`src/rtl/addsub_serial.sv`:
```
// Slice-serial add/subtract unit for the calculator datapath.
// A WIDTH-bit add or subtract is processed SLICE bits per clock, with the carry
// held in a register between slices. Supports accumulate modes (ACC = result),
// optional signed saturation, a start/done handshake and registered flags.
module addsub_serial #(
    parameter int WIDTH = 16,
    parameter int SLICE = 4,
    parameter bit SAT   = 1'b0
) (
    input  logic             clk,
    input  logic             rst_n,
    input  logic             start,
    input  logic [1:0]       op,
    input  logic [WIDTH-1:0] a,
    input  logic [WIDTH-1:0] b,
    input  logic             clear,
    output logic             busy,
    output logic             done,
    output logic [WIDTH-1:0] result,
    output logic             cout,
    output logic             ovf,
    output logic             zero,
    output logic             neg
);

    localparam int NSLICE = WIDTH / SLICE;
    localparam int IDXW   = (NSLICE > 1) ? $clog2(NSLICE) : 1;
    localparam logic [WIDTH-1:0] SLMASK = WIDTH'({SLICE{1'b1}});

    typedef enum logic [1:0] {IDLE, RUN, DONE} state_t;

    state_t                   state;
    logic [IDXW-1:0]          idx;
    logic                     carry;

    // Captured operands and the internal working register (never shown on result)
    logic signed [WIDTH-1:0]  opa_p0;
    logic signed [WIDTH-1:0]  opb_p0;
    logic signed [WIDTH-1:0]  work_p0;

    logic [SLICE-1:0]         a_sl;
    logic [SLICE-1:0]         b_sl;
    logic [SLICE:0]           sum;
    logic signed [WIDTH-1:0]  work_nx;
    logic signed [WIDTH-1:0]  fin_res;
    logic                     fin_ovf;
    logic                     last;
    logic                     accept;

    // Clamp to the signed limit on the side the first operand came from.
    function automatic logic signed [WIDTH-1:0] saturate(
        input logic signed [WIDTH-1:0] v,
        input logic                    o,
        input logic                    amsb
    );
        if (SAT && o)
            return amsb ? {1'b1, {(WIDTH-1){1'b0}}} : {1'b0, {(WIDTH-1){1'b1}}};
        return v;
    endfunction

    // Start is only honoured when no op is in flight and clear is not asserted
    assign accept = ((state == IDLE) || (state == DONE)) && start && !clear;
    assign last   = (idx == IDXW'(NSLICE - 1));

    // One slice of the ripple add, merged into the working value; the MSB-level
    // overflow test on the merged value is only meaningful on the last slice.
    always_comb begin
        int sh;
        sh      = int'(idx) * SLICE;
        a_sl    = SLICE'(opa_p0 >> sh);
        b_sl    = SLICE'(opb_p0 >> sh);
        sum     = {1'b0, a_sl} + {1'b0, b_sl} + {{SLICE{1'b0}}, carry};
        work_nx = (work_p0 & ~(SLMASK << sh)) | (WIDTH'(sum[SLICE-1:0]) << sh);
        fin_ovf = (opa_p0[WIDTH-1] == opb_p0[WIDTH-1]) &&
                  (work_nx[WIDTH-1] != opa_p0[WIDTH-1]);
        fin_res = saturate(work_nx, fin_ovf, opa_p0[WIDTH-1]);
    end

    // Operand capture at accepted start, slice write-back while running
    always_ff @(posedge clk) begin
        if (accept) begin
            opa_p0 <= op[1] ? result : a;
            opb_p0 <= b ^ {WIDTH{op[0]}};
        end else if (state == RUN) begin
            work_p0 <= work_nx;
        end
    end

    // Control FSM with registered handshake, result and flags
    always_ff @(posedge clk or negedge rst_n) begin
        if (!rst_n) begin
            state  <= IDLE;
            idx    <= '0;
            carry  <= 1'b0;
            busy   <= 1'b0;
            done   <= 1'b0;
            result <= '0;
            cout   <= 1'b0;
            ovf    <= 1'b0;
            zero   <= 1'b0;
            neg    <= 1'b0;
        end else if (clear) begin
            state  <= IDLE;
            idx    <= '0;
            carry  <= 1'b0;
            busy   <= 1'b0;
            done   <= 1'b0;
            result <= '0;
            cout   <= 1'b0;
            ovf    <= 1'b0;
            zero   <= 1'b0;
            neg    <= 1'b0;
        end else begin
            case (state)
                IDLE, DONE: begin
                    if (accept) begin
                        state <= RUN;
                        busy  <= 1'b1;
                        done  <= 1'b0;
                        idx   <= '0;
                        carry <= op[0];
                    end else begin
                        state <= IDLE;
                        busy  <= 1'b0;
                        done  <= 1'b0;
                    end
                end
                RUN: begin
                    carry <= sum[SLICE];
                    idx   <= idx + IDXW'(1);
                    if (last) begin
                        result <= fin_res;
                        cout   <= sum[SLICE];
                        ovf    <= fin_ovf;
                        zero   <= (fin_res == '0);
                        neg    <= fin_res[WIDTH-1];
                        state  <= DONE;
                        busy   <= 1'b0;
                        done   <= 1'b1;
                    end
                end
                default: begin
                    state <= IDLE;
                    busy  <= 1'b0;
                    done  <= 1'b0;
                end
            endcase
        end
    end

endmodule

```
`config.mk`:
```
export PLATFORM = sky130hd
export DESIGN_NAME = addsub_serial
export DESIGN_NICKNAME = d
export VERILOG_FILES = /design/src/rtl/addsub_serial.sv
export SDC_FILE = /design/constraint.sdc
export NUM_CORES = 1
export LEC_CHECK = 0
export CAP_MARGIN = 20
export CORE_ASPECT_RATIO = 1.1
export CORE_UTILIZATION = 56
export CTS_CLUSTER_DIAMETER = 30
export DETAILED_ROUTE_END_ITERATION = 16
export PLACE_DENSITY_LB_ADDON = 0.3
export SLEW_MARGIN = 20
export SYNTH_ARGS = -nofsm -noshare
export SYNTH_HDL_FRONTEND = slang
export SYNTH_SLANG_ARGS = --single-unit
export TNS_END_PERCENT = 1
```
`constraint.sdc`:
```
create_clock -name clk -period 11.5 [get_ports clk]
set_clock_uncertainty 0.1 [all_clocks]
set_input_delay 1.725 -clock clk [delete_from_list [all_inputs] [get_ports clk]]
set_output_delay 1.725 -clock clk [all_outputs]
set_load 0.02 [all_outputs]
```
==> metrics.txt, run 1 <==
run status complete, no violations; initial antenna violation count 0; RSZ-0062 raised after global routing no; Max Cap Violations 0; critical path class register to register; Hold EP result[13]$_DFFE_PN0P_; Post-DP HPWL 5050 µm; final worst path period share 0.345; Reg2Reg Capture Point zero$_DFFE_PN0P_; fmax 252 MHz; R2R depth 9; Area Growth Syn to Fin 24.1%; flop-to-flop setup slack 7530 ps; H-tree depth 3; Critical Path Start idx[0]$_DFFE_PN0P_; Sw Share 0.267; layout cells sized above 1 0.152; worst slew pin tran 878 ps; first-pass GRT wire length 11,400 µm; asr flop ratio synth 0.342; largest cells by area after synthesis edfxtp_1, dfrtp_1, mux2_2, mux4_2, xor2_1; Critical Path RT 11,650 ps; sequential power share 0.536; Initial DRC Count 183; RePlAce Congestion 0.906; final core utilization 0.725; GRT Overall Usage 0.242; Synth Cell Area 3390 µm²; residual DRC count 0; Synth Register Bits 73; Die W 76.2 µm; Combinational Power Share 0.182; CTS sink count 73; die height 83.7 µm; syn avg cell area 14.5 µm²; initial cell density of the core 0.585; nets 344; number of synthesized flops with an enable pin 48; Core Rows 29; Synth cell types 41; crit-path max FO 18; Critical Path Start Type register; # port buffers 59; setup violators final 0; worst skew pair latency 340 ps; share of the synthesized area in the top cell type 0.425; Hold Crit Class register to register; clk root buf clkbuf_8; CP endpoint kind register; Vias 2,143; hold_buf cts 0; main flop type after synthesis edfxtp_1; die area 6380 µm²; CTS tree done; Antenna diodes 0; DR pass1 iterations 4; leakage power 0.00165 µW; number of I/O pins 60; Yosys top cell by area edfxtp_1; total length of routed wires 7010 µm; Seq/Total Area, Yosys 0.609; Cells after Synth 234; post-CTS setup buffers 0; VDD IR max 0.123 mV; internal power 426 µW; min setup slack post-route 7530 ps; cts bufs inserted 9; drt wl/cell 18.5 µm; dpl ws 7520 ps; WP data arrival 4120 ps; syn nets 281; maximum clock insertion buffer count 2; fin crit period 3970 ps; post-cts resize count 0; vias in the first global route 2,219; vias per cell 5.65; clk slew on worst S/H paths 70 ps; GRT overflow 0; Final Hold Fails 0; Hold Path Cell Cnt 2; clock share of power 0.282; PwrDens 138 nW/µm²; pin count of the biggest net entering global routing 29; Switching Power 155 µW; Min-Delay Startpoint result[13]$_DFFE_PN0P_; Detail Route Antenna Nets 0; worst r2r src idx[0]$_DFFE_PN0P_; Max Slew Vio Count 0; Setup TNS Final 0 ps; core area 5810 µm²; Ys Warns 0; Slew headroom 0.413
==> final cells by class <==
class / instances / area [µm²]
Fill cell: 405 / 1590
Timing Repair Buffer: 61 / 601
Clock buffer: 11 / 131
Clock inverter: 5 / 23.8
Multi-Input combinational cell: 136 / 1230
Inverter: 16 / 60.1
Sequential cell: 73 / 2070
Tap cell: 77 / 96.3
==> cell usage in the layout, fill, tap and decap left out, drive strengths merged <==
master,n
or4b,1
mux2,16
nor2b,1
o21ai,6
xor2,18
mux4,8
dfrtp,25
inv,16
a2bb2oi,2
nor3,1
ha,7
a21o,2
clkbuf,11
buf,3
a21oi,4
nand2b,5
o2111ai,1
nand4b,1
o21a,1
clkinv,5
nor2,11
xnor2,2
or4,2
a22o,14
a22oi,2
nand2,10
or2b,1
fa,2
or2,1
clkdlybuf4s50,58
edfxtp,48
nand3,1
a211oi,1
and2,1
o31ai,2
o2bb2ai,10
mux2i,1
a222oi,1
==> cell usage after synthesis, types with 2 or more instances <==
master     count
o21ai_0        6
nand2_1       10
a22o_1        14
dfrtp_1       25
xnor2_1        2
nor2_1        11
buf_1          2
fa_1           2
a21oi_1        4
ha_1           7
or4_1          2
edfxtp_1      48
nand2b_1       4
inv_1         16
clkbuf_1       6
o2bb2ai_1      9
a22oi_1        2
mux4_2         8
xor2_1        18
a21o_1         2
mux2_2        16
==> per-layer routing <==
metal  track usage  part of all wire
met1         0.324              0.44
met2         0.389              0.49
met3        0.0415             0.055
met4         0.108             0.017
met5             0                 0
==> cells by family after synthesis <==
family | Yosys count | synth area share
AO/OA/AOI/OAI | 46 | 0.110
XOR/XNOR | 20 | 0.0516
adder cells (fa/ha/maj) | 9 | 0.0376
buffers and inverters | 25 | 0.0288
flip-flops | 73 | 0.609
multiplexers | 25 | 0.109
AND/OR/NAND/NOR | 36 | 0.0538
==> worst max path at each step <==
stage / slack [ps] / depth (start not counted) / endpoint
CTS: 7500 / 9 / zero$_DFFE_PN0P_
detailed placement: 7520 / 9 / zero$_DFFE_PN0P_
global route: 7270 / 9 / zero$_DFFE_PN0P_
floorplan: 7680 / 10 / zero$_DFFE_PN0P_
finish: 7530 / 9 / zero$_DFFE_PN0P_
global placement: 7610 / 9 / zero$_DFFE_PN0P_
==> state kept, by name (all words and copies together), names as in the netlist <==
register and flops:
opa_p0 16, opb_p0 16, result 16, work_p0 16, idx 2, busy 1
carry 1, cout 1, done 1, ovf 1, state 1, zero 1
==> worst max-delay path, cell delays in order (launching register included) <==
cell	delay, ps
dfrtp_1	880
mux4_2	620
fa_1	430
inv_1	90
fa_1	230
xor2_1	300
nor2_1	70
or4b_1	450
or4_1	490
o31ai_2	220
==> power groups by stage <==
stage	Clock [µW]	Combinational, µW	Sequential (µW)
2_1_floorplan	0	70.1	313
3_3_place_gp	0	103	317
3_5_place_dp	0	105	317
4_1_cts	168	106	312
5_1_grt	178	115	314
6_report	164	106	312
==> through the flow <==
step	hold slack (ps)	cells	area, µm²	total power (µW)
CTS	415	379	4210	586
global placement	388	363	4060	420
global route	448	379	4210	606
detailed placement	399	363	4060	422
floorplan	414	234	3390	383
finish	414	379	4210	582
(Power assumes the default switching activity.)
==> inputs of run 2 (changes only) <==
CORE_UTILIZATION = 52   (was 56)
clock period = 3.75 ns   (was 11.5 ns; I/O delays follow)
==> run 2 against run 1 <==
Compared with the run above: cell area increased by 1.9%; sequential power increased to 3.1 times the previous value; critical endpoint unchanged; largest power group unchanged; utilization shrank 3.7 points.
==> metrics.txt, run 2 (synthesized netlist as in run 1, its figures left out) <==
initial antenna violation count 0 (unchanged); clk root buf clkbuf_8; Max Cap Violations 0 (unchanged); Critical Path RT 3910 ps (-7740 ps); Max Slew Vio Count 0 (unchanged); die height 86.7 µm (+3.7%); initial cell density of the core 0.545 (-0.0399); first-pass GRT wire length 11,800 µm (+3.3%); residual DRC count 0 (unchanged); sequential power share 0.503 (-0.033); vias per cell 5.68 (+0.49%); leakage power 0.00168 µW (+1.9%); Antenna diodes 0 (unchanged); Hold Path Cell Cnt 1 (-1); fin crit period 3500 ps (-466 ps); fin cells 387 (+2.1%); cts bufs inserted 9 (unchanged); clk slew on worst S/H paths 70 ps (about the same); post-CTS setup buffers 0 (unchanged); worst slew pin tran 857 ps (-21.0 ps); final worst path period share 0.934 (+0.589); design area 4290 µm² (+1.9%); nets 349 (+1.5%); run status complete, no violations; internal power 1390 µW (+230%); # port buffers 59 (unchanged); Core Rows 30 (+3.4%); commonest non-fill, non-tap cell in the layout clkdlybuf4s50_1; most frequent cells in the layout clkdlybuf4s50_1, edfxtp_1, dfrtp_1; crit-path max FO 7 (-11); Slew headroom 0.427 (+0.0140); CTS tree done; cell area after placement 4100 µm² (+1.1%); Sw Share 0.267 (about the same); fmax 286 MHz (+13%); Fill cells 456 (+13%); layout cells sized above 1 0.166 (+0.0138); vias in the first global route 2,181 (-1.7%); VDD IR max 0.396 mV (+220%); Combinational Power Share 0.185 (+0.003); die area 6860 µm² (+7.5%); critical path class register to register; maximum clock insertion buffer count 2 (unchanged); Post-DP HPWL 5510 µm (+9.0%); Vias 2,199 (+2.6%); GRT Overall Usage 0.242 (about the same); dpl cells 371 (+2.2%); pin count of the biggest net entering global routing 29 (unchanged); RePlAce Congestion 0.890 (-1.7%); M3 GR Usage 0.0526 (+0.0111); worst skew pair latency 350 ps (about the same); grt peak-use layer met2; Die W 79.0 µm (+3.7%); H-tree depth 3 (unchanged); Area Growth Syn to Fin 26.4%; Detail Route Antenna Nets 0 (unchanged); Setup TNS Final 0 ps (unchanged); R2R depth 9 (unchanged); Initial DRC Count 168 (-8.2%); GR Util met2 0.379 (-0.00972); clock share of power 0.312 (+0.030); CP endpoint kind register; grt met1 use 0.327 (+0.00315); CTS sink count 73 (unchanged); Critical Path Start Type register; Final Hold Fails 0 (unchanged); Hold Crit Class register to register; DR pass1 iterations 4 (unchanged); setup violators final 0 (unchanged); drt wl/cell 19.7 µm (+6.7%); RSZ-0062 raised after global routing no; core area 6230 µm² (+7.3%); flop-to-flop setup slack 250 ps (-7280 ps); GRT overflow 0 (unchanged); WP data arrival 3660 ps (-460 ps); total length of routed wires 7630 µm (+8.9%); number of I/O pins 60 (unchanged); PwrDens 441 nW/µm² (+220%); Switching Power 505 µW (+230%)
==> run 2: changes by cell type in the layout (fill, tap and decap cells not counted) <==
cell / before / now
buf_2: 1 / 0
buf_4: 2 / 7
bufinv_16: 0 / 1
clkbuf_1: 2 / 1
clkdlybuf4s50_1: 58 / 59
clkinv_1: 1 / 2
clkinv_2: 4 / 1
clkinv_4: 0 / 1
clkinvlp_4: 0 / 1
dfrtp_1: 25 / 24
dfrtp_2: 0 / 1
==> run 2: critical path: stages, from the launching register on <==
cell and delay, ps:
dfrtp_2 500, mux4_2 560, fa_1 440, inv_1 90, fa_1 250, xor2_1 260, nor2_1 70, or4b_1 450
or4_1 490, o31ai_2 210
==> run 2: area by class of cell <==
cell class | count | area, µm² | share of cell area
multi-input cells | 136 | 1230 | 0.287
inverters | 16 | 60.1 | 0.0140
clock buffers | 10 | 128 | 0.0297
well taps | 80 | 100 | 0.0233
repair buffers | 66 | 643 | 0.150
flip-flops and latches | 73 | 2070 | 0.482
clock inverters | 6 | 58.8 | 0.0137
==> run 2: worst paths after layout <==
| kind | end | start |
|---|---|---|
| min in group asynchronous | result[10]$_DFFE_PN0P_ | rst_n |
| min | done$_DFFE_PN0P_ | done$_DFFE_PN0P_ |
| min reg2reg | done$_DFFE_PN0P_ | done$_DFFE_PN0P_ |
| max reg2reg | zero$_DFFE_PN0P_ | idx[0]$_DFFE_PN0P_ |
| max | zero$_DFFE_PN0P_ | idx[0]$_DFFE_PN0P_ |
| max in group asynchronous | idx[0]$_DFFE_PN0P_ | rst_n |
==> run 2: through the flow <==
step	total power [µW]	worst slack, ps	hold slack, ps	utilization
after floorplan	1170	164	167	-
after global placement	1300	249	374	0.658
after detailed placement	1310	160	379	0.658
after CTS	1890	86.8	394	0.688
after global routing	1960	95.8	403	0.689
final	1890	249	385	0.689
==> run 2: power by group through the flow <==
| stage | clock, µW | sequential (µW) | combinational (µW) |
|---|---|---|---|
| floorplan | 0 | 959 | 215 |
| global placement | 0 | 967 | 336 |
| detailed placement | 0 | 968 | 344 |
| CTS | 594 | 952 | 349 |
| global route | 623 | 957 | 378 |
| finish | 590 | 952 | 350 |
==> run 2: timing repair <==
action	in CTS	in global routing
hold endpoints to repair	0	0
endpoints found under the setup margin	0	1
resized for setup	0	1
hold buffers	0	0
==> run 2: per-layer routing <==
| metal | wire length [µm] | up-vias |
|---|---|---|
| met1 | 3210 | 1061 |
| met2 | 3660 | 109 |
| li1 | - | 1010 |
| met3 | 543 | 19 |
| met4 | 217 | 0 |
| met5 | 0 | - |
